File: config.mk
export PLATFORM = sky130hd
export DESIGN_NAME = seg7_capture_decoder
export DESIGN_NICKNAME = d
export VERILOG_FILES = /design/src/rtl/seg7_pkg.sv /design/src/rtl/seg7_glyph_lookup.sv /design/src/rtl/seg7_capture_decoder.sv
export SDC_FILE = /design/constraint.sdc
export NUM_CORES = 1
export LEC_CHECK = 0
export CORE_UTILIZATION = 46
export DETAILED_ROUTE_END_ITERATION = 6
export GPL_ROUTABILITY_DRIVEN = 0
export PLACE_DENSITY = 0.64
export RECOVER_POWER = 50
export SLEW_MARGIN = 10
export SYNTH_ARGS = -nofsm -noshare
export SYNTH_HDL_FRONTEND = slang
export SYNTH_SLANG_ARGS = --single-unit
File: constraint.sdc
create_clock -name clk -period 2.7 [get_ports clk]
set_input_delay 0.54 -clock clk [delete_from_list [all_inputs] [get_ports clk]]
set_output_delay 0.54 -clock clk [all_outputs]
set_load 0.05 [all_outputs]
File: src/rtl/seg7_pkg.sv
`default_nettype none
// ============================================================================
//  Module   : seg7_pkg
//  Purpose  : Shared types and constants for the seven-segment capture path.
//             Glyph table is indexed by hex value; bit0 = segment a ...
//             bit6 = segment g, active low (0 = segment lit).
//  Revision : 1.0  initial release
// ============================================================================
package seg7_pkg;

    typedef logic [6:0] seg7_t;

    localparam seg7_t SEG7_BLANK = 7'b1111111;

    localparam seg7_t SEG7_GLYPH [16] = '{
        7'b1000000, 7'b1111001, 7'b0100100, 7'b0110000,
        7'b0011001, 7'b0010010, 7'b0000010, 7'b1111000,
        7'b0000000, 7'b0010000, 7'b0001000, 7'b0000011,
        7'b1000110, 7'b0100001, 7'b0000110, 7'b0001110
    };

    typedef enum logic [1:0] {
        ST_WATCH  = 2'd0,
        ST_SETTLE = 2'd1,
        ST_ACCEPT = 2'd2
    } seg7_state_t;

endpackage
`default_nettype wire

File: src/rtl/seg7_glyph_lookup.sv
`default_nettype none
// ============================================================================
//  Module   : seg7_glyph_lookup
//  Purpose  : Combinational pattern -> {legal, digit} decode of an active-low
//             seven-segment glyph.
//  Ports    : i_seg   [6:0] segment pattern (bit0 = a ... bit6 = g)
//             o_legal       pattern is a recognised hex glyph
//             o_digit [3:0] decoded value (0 when not legal)
//  Config   : SEG7_ALT_GLYPH_EN adds the alternate 7 (with segment f) and
//             9 (without segment d) glyphs.
//  Revision : 1.0  initial release
// ============================================================================
module seg7_glyph_lookup
    import seg7_pkg::*;
(
    input  logic [6:0] i_seg,
    output logic       o_legal,
    output logic [3:0] o_digit
);

    always_comb begin
        o_legal = 1'b0;
        o_digit = 4'h0;
        for (int i = 0; i < 16; i++) begin
            if (i_seg == SEG7_GLYPH[i]) begin
                o_legal = 1'b1;
                o_digit = 4'(i);
            end
        end
`ifdef SEG7_ALT_GLYPH_EN
        // The "6 without a" variant would alias b, so only 7 and 9 variants.
        if (i_seg == 7'b1011000) begin
            o_legal = 1'b1;
            o_digit = 4'h7;
        end
        if (i_seg == 7'b0011000) begin
            o_legal = 1'b1;
            o_digit = 4'h9;
        end
`endif
    end

endmodule
`default_nettype wire

File: src/rtl/seg7_capture_decoder.sv
`default_nettype none
// ============================================================================
//  Module   : seg7_capture_decoder
//  Purpose  : Samples an external active-low seven-segment bus, debounces it
//             and decodes stable glyphs back to hex digits, delivered through
//             a one-entry valid/ready output register.
//  Ports    : clk, reset (async, active high)
//             seg_in      [6:0] active-low segments, bit0 = a ... bit6 = g
//             digit       [3:0] decoded value, stable while digit_valid
//             digit_valid / digit_ready   output handshake
//             blank       last accepted pattern was all-off
//             invalid     last accepted pattern was neither glyph nor blank
//             overrun     sticky, a digit was dropped; cleared by overrun_clr
//  Params   : SYNC_STAGES (>=2), STABLE_CYCLES (>=1)
//  Config   : SEG7_ALT_GLYPH_EN (in seg7_glyph_lookup) widens the glyph set.
//  Revision : 1.0  initial release
// ============================================================================
module seg7_capture_decoder
    import seg7_pkg::*;
#(
    parameter int SYNC_STAGES   = 2,
    parameter int STABLE_CYCLES = 16
) (
    input  logic       clk,
    input  logic       reset,
    input  logic [6:0] seg_in,
    output logic [3:0] digit,
    output logic       digit_valid,
    input  logic       digit_ready,
    output logic       blank,
    output logic       invalid,
    output logic       overrun,
    input  logic       overrun_clr
);

    localparam int                 c_cnt_w  = $clog2(STABLE_CYCLES + 1);
    localparam logic [c_cnt_w-1:0] c_stable = c_cnt_w'(STABLE_CYCLES);

    // The last synchronizer stage doubles as the debounce candidate; the
    // change test looks one stage earlier so the count starts the same edge
    // the candidate changes.
    seg7_t              r_sync [SYNC_STAGES-1];
    seg7_t              r_cand;
    seg7_t              r_last_acc;
    logic [c_cnt_w-1:0] r_cnt;
    logic [c_cnt_w-1:0] w_cnt_next;
    seg7_state_t        r_state;

    logic               w_change;
    logic               w_legal;
    logic [3:0]         w_digit;
    logic               w_is_blank;
    logic               w_emit;

    assign w_change   = (r_sync[SYNC_STAGES-2] != r_cand);
    assign w_is_blank = (r_cand == SEG7_BLANK);
    assign w_emit     = (r_state == ST_ACCEPT) && w_legal && (r_cand != r_last_acc);

    always_comb begin
        w_cnt_next = r_cnt;
        if (w_change) begin
            w_cnt_next = '0;
        end else if (r_cnt != c_stable) begin
            w_cnt_next = r_cnt + c_cnt_w'(1);
        end
    end

    seg7_glyph_lookup u_lookup (
        .i_seg   (r_cand),
        .o_legal (w_legal),
        .o_digit (w_digit)
    );

    always_ff @(posedge clk or posedge reset) begin
        if (reset) begin
            for (int i = 0; i < SYNC_STAGES - 1; i++) begin
                r_sync[i] <= SEG7_BLANK;
            end
            r_cand <= SEG7_BLANK;
            r_cnt  <= '0;
        end else begin
            r_sync[0] <= seg_in;
            for (int i = 1; i < SYNC_STAGES - 1; i++) begin
                r_sync[i] <= r_sync[i-1];
            end
            r_cand <= r_sync[SYNC_STAGES-2];
            r_cnt  <= w_cnt_next;
        end
    end

    always_ff @(posedge clk or posedge reset) begin
        if (reset) begin
            r_state     <= ST_WATCH;
            r_last_acc  <= SEG7_BLANK;
            digit       <= 4'h0;
            digit_valid <= 1'b0;
            blank       <= 1'b0;
            invalid     <= 1'b0;
            overrun     <= 1'b0;
        end else begin
            case (r_state)
                ST_WATCH: begin
                    if (w_change) begin
                        r_state <= ST_SETTLE;
                    end
                end
                ST_SETTLE: begin
                    if (w_cnt_next == c_stable) begin
                        r_state <= ST_ACCEPT;
                    end
                end
                ST_ACCEPT: begin
                    r_last_acc <= r_cand;
                    blank      <= w_is_blank;
                    invalid    <= !w_legal && !w_is_blank;
                    // A change arriving during the accept cycle must not be lost.
                    r_state    <= w_change ? ST_SETTLE : ST_WATCH;
                end
                default: r_state <= ST_WATCH;
            endcase

            // Output register: a transfer in the emit cycle frees the slot.
            if (w_emit && (!digit_valid || digit_ready)) begin
                digit       <= w_digit;
                digit_valid <= 1'b1;
            end else if (digit_valid && digit_ready) begin
                digit_valid <= 1'b0;
            end

            // A fresh drop outranks a simultaneous clear.
            if (w_emit && digit_valid && !digit_ready) begin
                overrun <= 1'b1;
            end else if (overrun_clr) begin
                overrun <= 1'b0;
            end
        end
    end

endmodule
`default_nettype wire

==> impl_metrics.py, run 1 <==
metrics = {
    "die": {
        "initial_core_util": 0.493,
        "core_area_um2": 3740,
        "dieWidth_um": 65.3,
        "ios": 19,
        "placementRows": 22,
        "die_area_um2": 4270,
        "die_h_um": 65.3,
    },
    "cells_and_area": {
        "fill_cells": 342,
        "final_nets": 191,
        "final_cells": 227,
        "area_delta_synth_final_pct": 15.7,
        "fin_area_um2": 2130,
        "diodes": 0,
        "layout-drive-gt1-share": 0.235,
        "seqCellArea_um2": 927,
        "multi_input_area_um2": 840,
        "final_util": 0.570,
    },
    "synthesis": {
        "synth_top_area_cell": "dfstp_2",
        "synth_compound_area_frac": 0.121,
        "synth_most_common_cell": "dfstp_2",
        "seq_area_frac_synth": 0.502,
        "ys_seq_elements": 36,
        "ys_warn_count": 0,
        "synth_top_family_by_area": "simple AND/OR/NAND/NOR gates",
        "synth_cell_type_count": 52,
        "synthAdderAreaFrac": 0.0136,
        "synth_cells": 160,
        "async_reset_ff_frac": 1.00,
        "synth-simple-area-share": 0.165,
        "synth_top_cells_by_area": "dfstp_2 30%, dfrtp_1 20%, xor2_1 5.2%",
        "avgSynthCellArea_um2": 11.5,
        "synth_nets": 173,
        "netlist_area_um2": 1850,
        "ys.flop_type": "dfstp_2",
        "synth-edff-count": 0,
        "synthMuxAreaShare": 0.0753,
        "synth_top_area_share": 0.299,
        "synth_commonest_cells": "21 x dfstp_2, 15 x dfrtp_1, 11 x nor2_1, 11 x xor2_1, 8 x nand2_1",
        "synth_xor_area_frac": 0.0807,
    },
    "route": {
        "vias": 1266,
        "viasPerCell": 5.58,
        "dr.pass1.iters": 4,
        "drc_errors": 0,
        "drt_wl_total_mm": 3.12,
        "drt_iter0_drc": 42,
        "wl_per_cell_um": 13.8,
        "ant_nets": 0,
    },
    "sta": {
        "min_period_ps": 2010,
        "fin_tns_setup_ps": 0,
        "slew_headroom": 0.433,
        "final_max_slew_viol_count": 0,
        "skew_ps": 7.78,
        "setup_viol": 0,
        "rsz0062_at_grt": "false",
        "worst_slew_pin_slew_ps": 850,
        "hold_ws_ps": 377,
        "timing.fmax_mhz": 497,
        "period_share": 0.745,
        "finalWorstSetupSlack_ps": 689,
        "hold_violations": 0,
    },
    "setup_path": {
        "required_ps": 2860,
        "worstPathMaxFanout": 15,
        "start_kind": "flop",
        "worstSetupPathType": "reg2reg",
        "ff2ff_path_depth": 5,
        "arrival_ps": 2170,
        "endpoint_kind": "flop",
    },
    "clock_tree": {
        "cts_setup_buffers": 0,
        "clockRootBuffer": "clkbuf_8",
        "path_clk_slew_ps": 60,
        "cts.path.max_buffers": 2,
        "htree_levels": 2,
        "cts_tree": "done",
        "cts_buffers": 5,
        "cts_hold_buf": 0,
        "cts_sinks": 36,
        "clk-insertion-delay-late_ps": 280,
        "cts_resized": 0,
    },
    "placement": {
        "place_ws_ps": 713,
        "hpwl_mm": 2.16,
        "placed_cells": 219,
        "placed_area_um2": 2040,
        "port_buffers": 18,
    },
    "global_route": {
        "grt_usage": 0.183,
        "grt_pass1_wl_mm": 5.79,
        "grt_max_degree": 37,
        "gr-total-overflow": 0,
        "first_global_vias": 1258,
        "antenna_found_initial": 0,
    },
    "pwr": {
        "p_per_area_nw_per_um2": 493,
        "totalPowerFinal_mw": 1.05,
        "peakVddDrop_v": 0.000430,
        "p_leak_nw": 0.866,
    },
    "run": {
        "drv_cap": 0,
    },
    "min_path": {
        "min_path_cells": 0,
        "hp-class": "reg2reg",
    },
    "run_status": {
        "outcome": "finished, final reports clean",
    },
}
[worst max-delay path, cell delays in order (launching register included)]
cell and delay (ps):
dfstp_2 710, nor2_1 110, nand4b_1 170, o221ai_2 160
o311a_4 440, mux2_4 300
[sequential cells by signal, summed over array words and instances, names as in the netlist]
register and cells:
digit 4, blank 1, invalid 1, r_cand 7
overrun 1, r_cnt 5, r_sync 7, r_last_acc 7
digit_valid 1, r_state 2
[area by class of cell]
class,instances,area share
clock buffers,8,0.0469
inverters,6,0.0106
multi-input cells,110,0.393
flip-flops and latches,36,0.434
well taps,48,0.0281
repair buffers,19,0.0868
[layout by cell type, fill, tap and decap left out, types with 3 or more instances in the layout]
master,synthesis,routed
o21ai_0,4,4
mux2_2,7,7
xnor2_1,6,6
nor2_1,11,11
dlygate4sd3_1,0,8
xor2_1,11,11
dfstp_1,0,7
mux2_4,4,4
nand2b_1,4,4
inv_1,6,6
clkdlybuf4s50_1,0,10
dfstp_2,21,14
nor4_1,4,4
nand3b_1,3,3
nand2_1,8,8
nor3_1,3,3
dfrtp_1,15,15
o22ai_1,3,3
nand4_1,3,3
clkbuf_8,0,7
[report_power, final]
group,internal [mW],switching (mW),leakage [nW]
clock,0.233,0.175,0.0515
combinational,0.0313,0.0296,0.394
sequential,0.558,0.0267,0.420
total,0.822,0.231,0.866
[worst paths after layout]
kind | start | endpoint | slack [ps]
setup reg to reg | r_cand[4] | digit[0] | 690
setup / recovery | r_cand[4] | digit[0] | 690
hold / removal | r_sync[2] | r_cand[2] | 380
min in group asynchronous | reset | digit_valid | 950
hold reg to reg | r_sync[2] | r_cand[2] | 380
max in group asynchronous | reset | r_cnt[4] | 1220
[cell families (layout without fill, tap and decap cells)]
group                    after synthesis  in the layout
XOR/XNOR                              17             17
flip-flops                            36             36
adder cells (fa/ha/maj)                2              2
multiplexers                          11             11
AO/OA/AOI/OAI                         27             27
buffers and inverters                 14             33
AND/OR/NAND/NOR                       53             53
[per-layer routing]
layer,GRT usage,wire length [um]
met5,0,0
met4,0.101,72
met3,0.0486,114
met2,0.262,1410
met1,0.249,1530
(Power assumes the default switching activity.)
==> run 2, diff against run 1 <==
clock period = 2.04 ns   (was 2.7 ns; I/O delays follow)
==> run 2 against run 1 <==
Effect of this change:
- clock-buffer cell count unchanged
- sequential share of layout area decreased by 0.40 points
- global-route usage decreased by 0.40 points
- worst hold slack improved by 0.88 ps
- clock skew about the same
- register-to-register slack got worse by 630 ps
- cell count increased by 1.8%
- die area unchanged
- combinational power increased by 47%
- worst setup slack got worse by 630 ps
- maximum frequency increased by 1.4%
==> impl_metrics.py, run 2 (synthesis gave the netlist of run 1 again) <==
metrics = {
    "sta": {
        "skew_ps": 7.77,
        "worst_slew_pin_slew_ps": 848,
        "setup_viol": 0,
        "final_max_slew_viol_count": 0,
        "timing.fmax_mhz": 504,
        "hold_violations": 0,
        "slew_headroom": 0.434,
        "period_share": 0.972,
        "min_period_ps": 1980,
    },
    "global_route": {
        "antenna_found_initial": 0,
        "first_global_vias": 1253,
        "grt_pass1_wl_mm": 5.68,
        "grt_usage": 0.178,
        "grt_max_degree": 37,
        "gr-total-overflow": 0,
    },
    "cells_and_area": {
        "final_cells": 231,
        "largest_registers": "r_cand (7), r_last_acc (7), r_sync (7)",
        "fill_cells": 331,
        "area_delta_synth_final_pct": 17.7,
        "final_util": 0.580,
        "layout-drive-gt1-share": 0.251,
        "final_nets": 195,
        "most-common-layout-cells": "15 x dfrtp_1, 12 x dfstp_2, 11 x xor2_1, 11 x nor2_1, 10 x clkdlybuf4s50_1",
        "diodes": 0,
        "final_common_cell": "dfrtp_1",
    },
    "placement": {
        "hpwl_mm": 2.26,
        "port_buffers": 18,
        "placed_cells": 220,
    },
    "setup_path": {
        "cp_slowest_cell": "dfstp_4",
        "required_ps": 2200,
        "worstPathMaxFanout": 15,
        "worstSetupPathType": "reg2reg",
        "slowest_delay_ps": 710,
        "endpoint_kind": "flop",
        "cp-startpoint": "r_cand[4]",
        "arrival_ps": 2140,
        "cp.buffers_inverters": 0,
        "cp_top_family": "flip-flops",
        "worstReg2RegStart": "r_cand[4]",
        "start_kind": "flop",
        "crit_path_cell_trace": "nor2_1 > nand4b_1 > o221ai_2 > o311a_4 > mux2_4",
    },
    "clock_tree": {
        "cts_sinks": 36,
        "htree_levels": 2,
        "cts.path.max_buffers": 2,
        "clk-insertion-delay-late_ps": 280,
        "cts_tree": "done",
        "clockRootBuffer": "clkbuf_8",
        "cts_hold_buf": 0,
        "path_clk_slew_ps": 60,
        "cts_buffers": 5,
    },
    "route": {
        "ant_nets": 0,
        "wl_per_cell_um": 14.6,
        "dr.pass1.iters": 4,
        "viasPerCell": 5.51,
        "drc_errors": 0,
        "vias": 1273,
        "drt_wl_total_mm": 3.37,
        "drt_iter0_drc": 39,
    },
    "run_status": {
        "outcome": "finished, final reports clean",
    },
    "die": {
        "core_area_um2": 3740,
        "die_area_um2": 4270,
        "initial_core_util": 0.493,
        "ios": 19,
        "die_h_um": 65.3,
        "dieWidth_um": 65.3,
        "placementRows": 22,
    },
    "pwr": {
        "peakVddDrop_v": 0.000500,
        "p_per_area_nw_per_um2": 631,
        "totalPowerFinal_mw": 1.37,
        "p_leak_nw": 0.881,
    },
    "min_path": {
        "hp-class": "reg2reg",
        "hp-start": "r_sync[2]",
    },
    "run": {
        "drv_cap": 0,
    },
}
-- run 2: changes by cell type in the layout (fill, tap and decap cells not counted), sizes merged --
cell / delta
buf: +4
-- run 2: cell type report --
cell class	instances	area, um2	area share
sequential	36	935	0.430
multi-input combinational	110	846	0.389
timing repair buffer	23	219	0.101
inverter	6	22.5	0.0104
tap	48	60.1	0.0276
clock buffer	8	90.1	0.0415
-- run 2: power by group --
group	switching (mW)	internal [mW]
registers	0.0332	0.740
clock network	0.232	0.275
logic	0.0435	0.0463
total	0.309	1.06
-- run 2: worst reg2reg max path: cells and delay by family (launching register included) --
family / cells / cell delay, ps
compound gates: 2 / 600
flops: 1 / 710
simple gates: 2 / 260
mux: 1 / 300
-- run 2: layer usage --
layer	track usage	vias to the layer above	wire, um
met4	0.0571	0	23
met1	0.230	624	1640
met3	0.0573	2	123
met2	0.284	26	1590
li1	-	621	-
met5	0	-	0
-- run 2: what timing repair did --
action / 4_1_cts / 5_1_grt
endpoints found under the setup margin: 0 / 5
buffers inserted: 0 / 3
resized for setup: 0 / 5
-- run 2: stage by stage --
stage	setup TNS, ps	hold WS (ps)	area, um2	setup WS [ps]
after floorplan	0	360	1850	186
after global placement	0	362	2040	100
after detailed placement	0	363	2040	67.4
after CTS	0	373	2130	53.8
after global routing	-4.16	386	2170	-3.53
final	0	378	2170	56.3
-- run 2: path summary, 6_finish.rpt --
path                                    to  slack [ps]  cells after the start
worst max-delay path              digit[1]          60                      5
worst min-delay path             r_cand[2]         380                      0
worst max register to register    digit[1]          60                      5
worst min register to register   r_cand[2]         380                      0
max in group asynchronous       r_state[0]         690                      3
min in group asynchronous         digit[0]         810                      3
==> run 3, diff against run 2 <==
CAP_MARGIN = 30   (was unset)
GPL_ROUTABILITY_DRIVEN = unset   (was 0)
==> results of run 3 <==
Same layout as run 2: the final DEF is identical, and so are final timing and power.
